===== config.mk =====
export PLATFORM = sky130hd
export DESIGN_NAME = tick_timer_bank
export DESIGN_NICKNAME = d
export VERILOG_FILES = /design/src/rtl/xoro_pkg.sv /design/src/rtl/tick_channel.sv /design/src/rtl/tick_timer_bank.sv
export SDC_FILE = /design/constraint.sdc
export NUM_CORES = 1
export LEC_CHECK = 0
export BUFFER_PORTS_ARGS = -buffer_cell sky130_fd_sc_hd__buf_2
export CORE_MARGIN = 2
export CORE_UTILIZATION = 37
export CTS_CLUSTER_SIZE = 14
export DETAILED_ROUTE_END_ITERATION = 12
export GPL_TIMING_DRIVEN = 0
export HOLD_SLACK_MARGIN = 0.02
export PLACE_DENSITY = 0.63
export SYNTH_ARGS = -nofsm -noshare
export SYNTH_HDL_FRONTEND = slang
export SYNTH_SLANG_ARGS = --single-unit

===== constraint.sdc =====
create_clock -name clk -period 8.6 [get_ports clk]
set_input_delay 0.86 -clock clk [delete_from_list [all_inputs] [get_ports clk]]
set_output_delay 0.86 -clock clk [all_outputs]
set_load 0.05 [all_outputs]

===== src/rtl/xoro_pkg.sv =====
// Shared register map for the tick timer bank: per-channel offsets, field bit
// positions and the byte-lane merge used by every writable register.
package xoro_pkg;

    localparam int CH_STRIDE   = 'h10;
    localparam int CH_SEL_LSB  = $clog2(CH_STRIDE);
    localparam int CH_SEL_MSB  = CH_SEL_LSB + 2;
    localparam int REG_SEL_LSB = 2;
    localparam int REG_SEL_MSB = 3;

    typedef enum logic [1:0] {
        REG_RELOAD = 2'd0,
        REG_COUNT  = 2'd1,
        REG_CTRL   = 2'd2,
        REG_STATUS = 2'd3
    } reg_sel_e;

    localparam int CTRL_EN_BIT        = 0;
    localparam int CTRL_PERIODIC_BIT  = 1;
    localparam int CTRL_IRQ_EN_BIT    = 2;
    localparam int STATUS_EXPIRED_BIT = 0;

    function automatic logic [31:0] merge_lanes(input logic [31:0] old_val,
                                                input logic [31:0] new_val,
                                                input logic [3:0]  strb);
        logic [31:0] res;
        res = old_val;
        for (int b = 0; b < 4; b++) begin
            if (strb[b]) res[8*b +: 8] = new_val[8*b +: 8];
        end
        return res;
    endfunction

endpackage


===== src/rtl/tick_channel.sv =====
// One timer channel: RELOAD/COUNT/CTRL/STATUS registers, down-counter and
// the one-cycle expiry tick.
module tick_channel
    import xoro_pkg::*;
#(
    parameter int CNT_W = 32
) (
    input  logic        clk,
    input  logic        reset,
    input  logic        wr_en,
    input  logic [1:0]  reg_sel,
    input  logic [3:0]  wstrb,
    input  logic [31:0] wdata,
    output logic [31:0] rd_data,
    output logic        tick,
    output logic        irq_req
);

    logic [CNT_W-1:0] reload_q, reload_d;
    logic [CNT_W-1:0] count_q, count_d;
    logic             en_q, en_d;
    logic             periodic_q, periodic_d;
    logic             irq_en_q, irq_en_d;
    logic             expired_q, expired_d;
    logic [31:0]      reload_ext;
    logic [31:0]      reload_merged;
    logic             ctrl_wr;

    assign tick    = en_q && (count_q == '0);
    assign irq_req = expired_q && irq_en_q;
    assign ctrl_wr = wr_en && (reg_sel == REG_CTRL) && wstrb[0];

    always_comb begin
        reload_d   = reload_q;
        count_d    = count_q;
        en_d       = en_q;
        periodic_d = periodic_q;
        irq_en_d   = irq_en_q;
        expired_d  = expired_q;

        reload_ext               = '0;
        reload_ext[CNT_W-1:0]    = reload_q;
        reload_merged            = merge_lanes(reload_ext, wdata, wstrb);

        if (en_q) begin
            if (count_q != '0)   count_d = count_q - CNT_W'(1);
            else if (periodic_q) count_d = reload_q;
            else                 en_d    = 1'b0;
        end

        // Clear first so a same-cycle expiry overrides it.
        if (wr_en && (reg_sel == REG_STATUS) && wstrb[0] && wdata[STATUS_EXPIRED_BIT])
            expired_d = 1'b0;
        if (tick)
            expired_d = 1'b1;

        if (wr_en && (reg_sel == REG_RELOAD))
            reload_d = reload_merged[CNT_W-1:0];

        if (ctrl_wr) begin
            en_d       = wdata[CTRL_EN_BIT];
            periodic_d = wdata[CTRL_PERIODIC_BIT];
            irq_en_d   = wdata[CTRL_IRQ_EN_BIT];
            if (wdata[CTRL_EN_BIT] && !en_q) count_d = reload_q;
            else if (!wdata[CTRL_EN_BIT])    count_d = count_q;
        end
    end

    always_comb begin
        rd_data = '0;
        case (reg_sel)
            REG_RELOAD: rd_data[CNT_W-1:0] = reload_q;
            REG_COUNT:  rd_data[CNT_W-1:0] = count_q;
            REG_CTRL: begin
                rd_data[CTRL_EN_BIT]       = en_q;
                rd_data[CTRL_PERIODIC_BIT] = periodic_q;
                rd_data[CTRL_IRQ_EN_BIT]   = irq_en_q;
            end
            default:    rd_data[STATUS_EXPIRED_BIT] = expired_q;
        endcase
    end

    always_ff @(posedge clk or posedge reset) begin
        if (reset) begin
            reload_q   <= '0;
            count_q    <= '0;
            en_q       <= 1'b0;
            periodic_q <= 1'b0;
            irq_en_q   <= 1'b0;
            expired_q  <= 1'b0;
        end else begin
            reload_q   <= reload_d;
            count_q    <= count_d;
            en_q       <= en_d;
            periodic_q <= periodic_d;
            irq_en_q   <= irq_en_d;
            expired_q  <= expired_d;
        end
    end

endmodule


===== src/rtl/tick_timer_bank.sv =====
// Bank of NUM_CH tick timers on a picorv32-style memory bus: address decode,
// one-cycle registered response and interrupt reduction.
module tick_timer_bank
    import xoro_pkg::*;
#(
    parameter int NUM_CH = 4,
    parameter int CNT_W  = 32
) (
    input  logic              clk,
    input  logic              reset,
    input  logic              enable,
    input  logic              mem_valid,
    input  logic              mem_instr,
    input  logic [31:0]       mem_addr,
    input  logic [3:0]        mem_wstrb,
    input  logic [31:0]       mem_wdata,
    output logic              mem_ready,
    output logic [31:0]       mem_rdata,
    output logic [NUM_CH-1:0] tick,
    output logic              irq
);

    logic              mem_ready_q, mem_ready_d;
    logic [31:0]       mem_rdata_q, mem_rdata_d;
    logic              req;
    logic              is_write;
    logic [2:0]        ch_sel;
    logic [1:0]        reg_sel;
    logic [31:0]       ch_rdata [NUM_CH];
    logic [31:0]       sel_rdata;
    logic [NUM_CH-1:0] ch_wr;
    logic [NUM_CH-1:0] ch_irq;
    logic              unused_bus_bits;

    assign req      = mem_valid && enable && !mem_ready_q;
    assign is_write = |mem_wstrb;
    assign ch_sel   = mem_addr[CH_SEL_MSB:CH_SEL_LSB];
    assign reg_sel  = mem_addr[REG_SEL_MSB:REG_SEL_LSB];

    assign unused_bus_bits = ^{mem_instr, mem_addr[31:CH_SEL_MSB+1], mem_addr[REG_SEL_LSB-1:0]};

    for (genvar g = 0; g < NUM_CH; g++) begin : g_ch
        assign ch_wr[g] = req && is_write && (ch_sel == 3'(g));

        tick_channel #(.CNT_W(CNT_W)) u_ch (
            .clk     (clk),
            .reset   (reset),
            .wr_en   (ch_wr[g]),
            .reg_sel (reg_sel),
            .wstrb   (mem_wstrb),
            .wdata   (mem_wdata),
            .rd_data (ch_rdata[g]),
            .tick    (tick[g]),
            .irq_req (ch_irq[g])
        );
    end

    // Channels beyond NUM_CH never match and so read as zero.
    always_comb begin
        sel_rdata = '0;
        for (int i = 0; i < NUM_CH; i++) begin
            if (ch_sel == 3'(i)) sel_rdata = ch_rdata[i];
        end
        mem_ready_d = req;
        mem_rdata_d = (req && !is_write) ? sel_rdata : '0;
    end

    always_ff @(posedge clk or posedge reset) begin
        if (reset) begin
            mem_ready_q <= 1'b0;
            mem_rdata_q <= '0;
        end else begin
            mem_ready_q <= mem_ready_d;
            mem_rdata_q <= mem_rdata_d;
        end
    end

    assign mem_ready = mem_ready_q;
    assign mem_rdata = mem_rdata_q;
    assign irq       = |ch_irq;

endmodule


* Word-level counts from Yosys, hierarchy flattened *
Cells that the tools add are included.

storage, ports and cells
  flip-flop bits (word level) = 305
  input bits = 73
  output and inout bits = 38

operators by class
  add/sub/neg operators = 4
  equal/unequal tests = 10
  muxes and demuxes = 65
  reductions and logical operators = 82

operator list
  kind                                                 count
  2-to-1 mux 32 bit                                    29
  one-hot mux 29 bit (2 select lines)                  4
  zero test 32 bit                                     4
  nonzero test 32 bit                                  4
  subtractor 32 x 1 -> 32 bit (second input constant)  4
  logical AND 1 bit                                    44
  AND reduction 2 bit                                  16
  2-to-1 mux 1 bit                                     24
  one-hot mux 2 bit (3 select lines)                   4
  inequality test 3 bit (second input constant)        4
  one-hot mux 1 bit (3 select lines)                   4
  nonzero test 2 bit                                   4
  OR reduction 4 bit                                   2
  == test 3 x 2 -> 1 bit (second input constant)       2
  zero test 1 bit                                      6
  == test 2 bit (second input constant)                2
  == test 3 x 1 -> 1 bit (second input constant)       1
  zero test 3 bit                                      1
  == test 2 x 1 -> 1 bit (second input constant)       1
  zero test 2 bit                                      1

* Longest topological paths before layout *
  depth in word-level cells = 9
  mapped depth = 11
  mapped depth without buffers = 9

* Modules after synthesis *
A second synthesis with hierarchy kept.

second synthesis, totals
  cells, all modules = 2223
  area total of the unflattened synthesis = 20168.1 µm²

modules (own cells, without submodules)
  module                           times used  cells an instance  area an instance (µm²)  sequential area each (µm²)
  tick_channel (g_ch[2].u_ch ...)  2           503                4540.6                  1701.6
  tick_channel (g_ch[0].u_ch ...)  2           510                4520.6                  1701.6
  tick_timer_bank                  1           197                2045.7                  825.8

* Worst setup path after synthesis *
OpenSTA, ideal clock, no wires.

  path type = reg-to-output
  start point = register g_ch[2].u_ch.count_q[24]
  end point = output port tick[2]
  arrival = 2.223 ns
  path slack = 5.517 ns
  stages on the path, launching flop included = 6
  path buffers = 1
  cell sequence = dfrtp_1 -> or4_4 -> or4_4 -> nor4_2 -> and2_1 -> buf_4

on the way
  word-level cells in the longest chain between the ends = 2

ends and longest elaborated chain
  what                      line                   RTL
  start: declaration        tick_channel.sv:20     logic [CNT_W-1:0] count_q, count_d;
  start signal: assignment  tick_channel.sv:93     count_q <= count_d;
  zero test 32 bit          tick_channel.sv:29     assign tick = en_q && (count_q == '0);
  logical AND 1 bit         tick_channel.sv:29
  end: declaration          tick_timer_bank.sv:19  output logic [NUM_CH-1:0] tick,

Every way passes these cells.

* Worst setup path in the final report *
Same ends and word-level chain as after synthesis.

==> run metrics <==
status finished clean; crit path capture type output pin; largest net degree at the start of global routing 42; Setup Fix Bufs, Post-CTS 0; Syn Std Cell Area 18800 sq um; worst-path cell chain or4_4 -> or4_4 -> nor4_2 -> and2_1 -> buf_4 -> buf_2; post-synthesis cell count 2106; Max Buffers Root-to-Sink 3; Placed Instance Area between 20000 and 25000 sq um; htree depth 2; area of the multi-input gates 10500 sq um; core area 50200 sq um; critical path class reg2out; Starting Density 37.5%; Setup TNS 0 ps; Seq/Total Area, Yosys 40.5%; number of warnings issued by yosys 0; synthesized flop and latch total 305; Die Width about 230 um; fraction of registers with async set/reset 100%; Final setup viols 0; All-Layer GR Usage between 30% and 40%; Die H 230 um; Post-synth EDFFs 0; WP buf/inv 2; first-pass GRT wire length 125000 um; PwrDens 219 nW/um^2; Ports 111; Via density between 6 and 7; Crit path required time slightly below 8000 ps; Max Cap Viol 0; worst slew pin tran 1380 ps; CTS Root Cell clkbuf_16; hpwl dp 62400 um; DRT Pass-1 Iters 6; worst skew pair latency 580 ps; Routed WL ~85000 um; CP max-delay cell nor4_2; post-CTS sizing 0; # fillers 5000; Critical Path Source g_ch[2].u_ch.count_q[24]; input/output buffers 77; reg-to-reg startpoint mem_ready; fin crit period ~4400 ps; max-slew violation count 0; FP Rows 82; CTS tree done; vias in the first global route 17953; final hold vios 0; Hold-fix buffers, CTS 0; number of clock sinks roughly 310; Tcrit/Tclk final about 51%; initial antenna violation count 10; worst-case clock skew just over 30 ps; number of remaining DRC errors 0; RSZ-0062 raised after global routing false; top_reg_cell synth dfrtp_1; critical path arrival 3570 ps; Iter 0 DRT Violations 2742; VDD IR max roughly 0.14 mV; Area Growth Syn to Fin 14.4%; HP Class in2async; Leak 8.93 nW; storage element area around 7600 sq um; number of CTS-inserted buffers 37; delay-heaviest family, CP simple AND/OR/NAND/NOR gates; post-route cell area 21500 sq um; Placer Congestion 0.999; CP max FO 6; Synthesized Nets 2187; Avg Inst Size Synth roughly 8.9 sq um; layout cell share with drive strength beyond 1 roughly 14%; die area 52700 sq um; cell mode on critical path or4_4; clk slew on worst S/H paths 60 ps; Setup crit start kind flop; Slowest Stage Delay on Critical Path a little under 800 ps; via count roughly 19000; Yosys cell types 81; post-route ant nets 0; f_max 226 MHz; drt wl/cell 29.1 um; Congestion Overflow GR 0; Layout Nets 2313; Rel. slew slack 7.41%
==> Yosys cell counts, drive strengths merged, types with 14 or more instances <==
master,n,area (sq um)
dfrtp,305,7630
nor2,240,903
nand2,151,567
a21oi,139,699
mux2,131,1480
mux2i,131,1310
o21ai,122,614
clkbuf,114,428
o22ai,92,576
nor3,85,430
nand3,76,380
nor4,49,347
or3,41,257
inv,34,128
a31oi,32,200
buf,25,126
a211oi,24,180
nand4,22,138
a21o,20,150
o311ai,19,166
or4,19,154
and3,18,118
o31ai,16,120
nand2b,14,87.6
==> layer usage <==
layer  global-route usage, %  routed length [um]
met1                    44.0               35400
met2                    47.0               36600
met3                    9.19                9740
met4                    12.3                3360
met5                       0                  39
==> final cells by class <==
type                    instances  share of cell area [%]
inverters                      34                   0.610
clock inverters                10                   0.947
diodes                          3                  0.0349
multi-input cells            1628                    48.9
clock buffers                  55                    5.04
well taps                     672                    3.90
plain buffers                 139                    2.57
flip-flops and latches        305                    35.4
repair buffers                 87                    2.59
==> registers in the layout, indices dropped and copies added, names as in the netlist <==
signal and flops:
g_ch.u_ch.irq_en_q 4, g_ch.u_ch.expired_q 4, mem_rdata 32, g_ch.u_ch.count_q 128, g_ch.u_ch.reload_ext 128, g_ch.u_ch.periodic_q 4
g_ch.u_ch.en_q 4, mem_ready 1
==> cell usage in the layout (no fill, tap or decap), types with 24 or more instances in the layout <==
master / count
mux2i_1: 131
o22ai_1: 92
or3_1: 41
mux2_2: 131
nand3_1: 76
a21oi_1: 138
inv_1: 33
a31oi_1: 32
clkbuf_1: 125
o21ai_0: 110
buf_2: 86
nor3_1: 84
dfrtp_1: 305
nor4_1: 43
nor2_1: 239
nand2_1: 151
a211oi_1: 24
clkbuf_16: 39
==> stage by stage <==
stage | instances | hold slack [ps] | utilization, % | total power, mW | setup WS, ps
6_report | 2933 | 473 | 42.9 | 4.72 | 4170
5_1_grt | 2930 | 536 | 42.9 | 4.89 | 4090
4_1_cts | 2929 | 489 | 42.9 | 4.68 | 4230
3_5_place_dp | 2864 | 506 | 40.3 | 2.96 | 3860
3_3_place_gp | 2855 | 501 | 40.0 | 2.93 | 1590
2_1_floorplan | 2106 | 458 | - | 2.53 | 3680
==> power breakdown <==
| part | total [mW] | switching [mW] | internal (mW) |
|---|---|---|---|
| combinational | 1.01 | 0.631 | 0.380 |
| clock | 1.73 | 0.673 | 1.05 |
| sequential | 1.98 | 0.334 | 1.65 |
| total | 4.72 | 1.64 | 3.08 |
==> final timing paths <==
path | end | slack, ps | cells after the start
setup reg to reg | g_ch[1].u_ch.count_q[11] | 4590 | 9
min in group clk | g_ch[3].u_ch.count_q[5] | 530 | 1
hold / removal | g_ch[2].u_ch.reload_ext[22] | 470 | 2
setup / recovery | tick[2] | 4170 | 6
hold reg to reg | g_ch[3].u_ch.count_q[5] | 530 | 1
max in group asynchronous | g_ch[3].u_ch.count_q[17] | 6850 | 5
==> kinds of logic after synthesis <==
logic type / count (synthesis) / share of synthesized area (%)
simple gates: 776 / 20.4
buf+inv: 173 / 3.62
flops: 305 / 40.5
xor+xnor: 14 / 0.651
fa+ha+maj: 8 / 0.532
mux: 266 / 15.3
compound gates: 564 / 19.0
(Power assumes the default switching activity.)
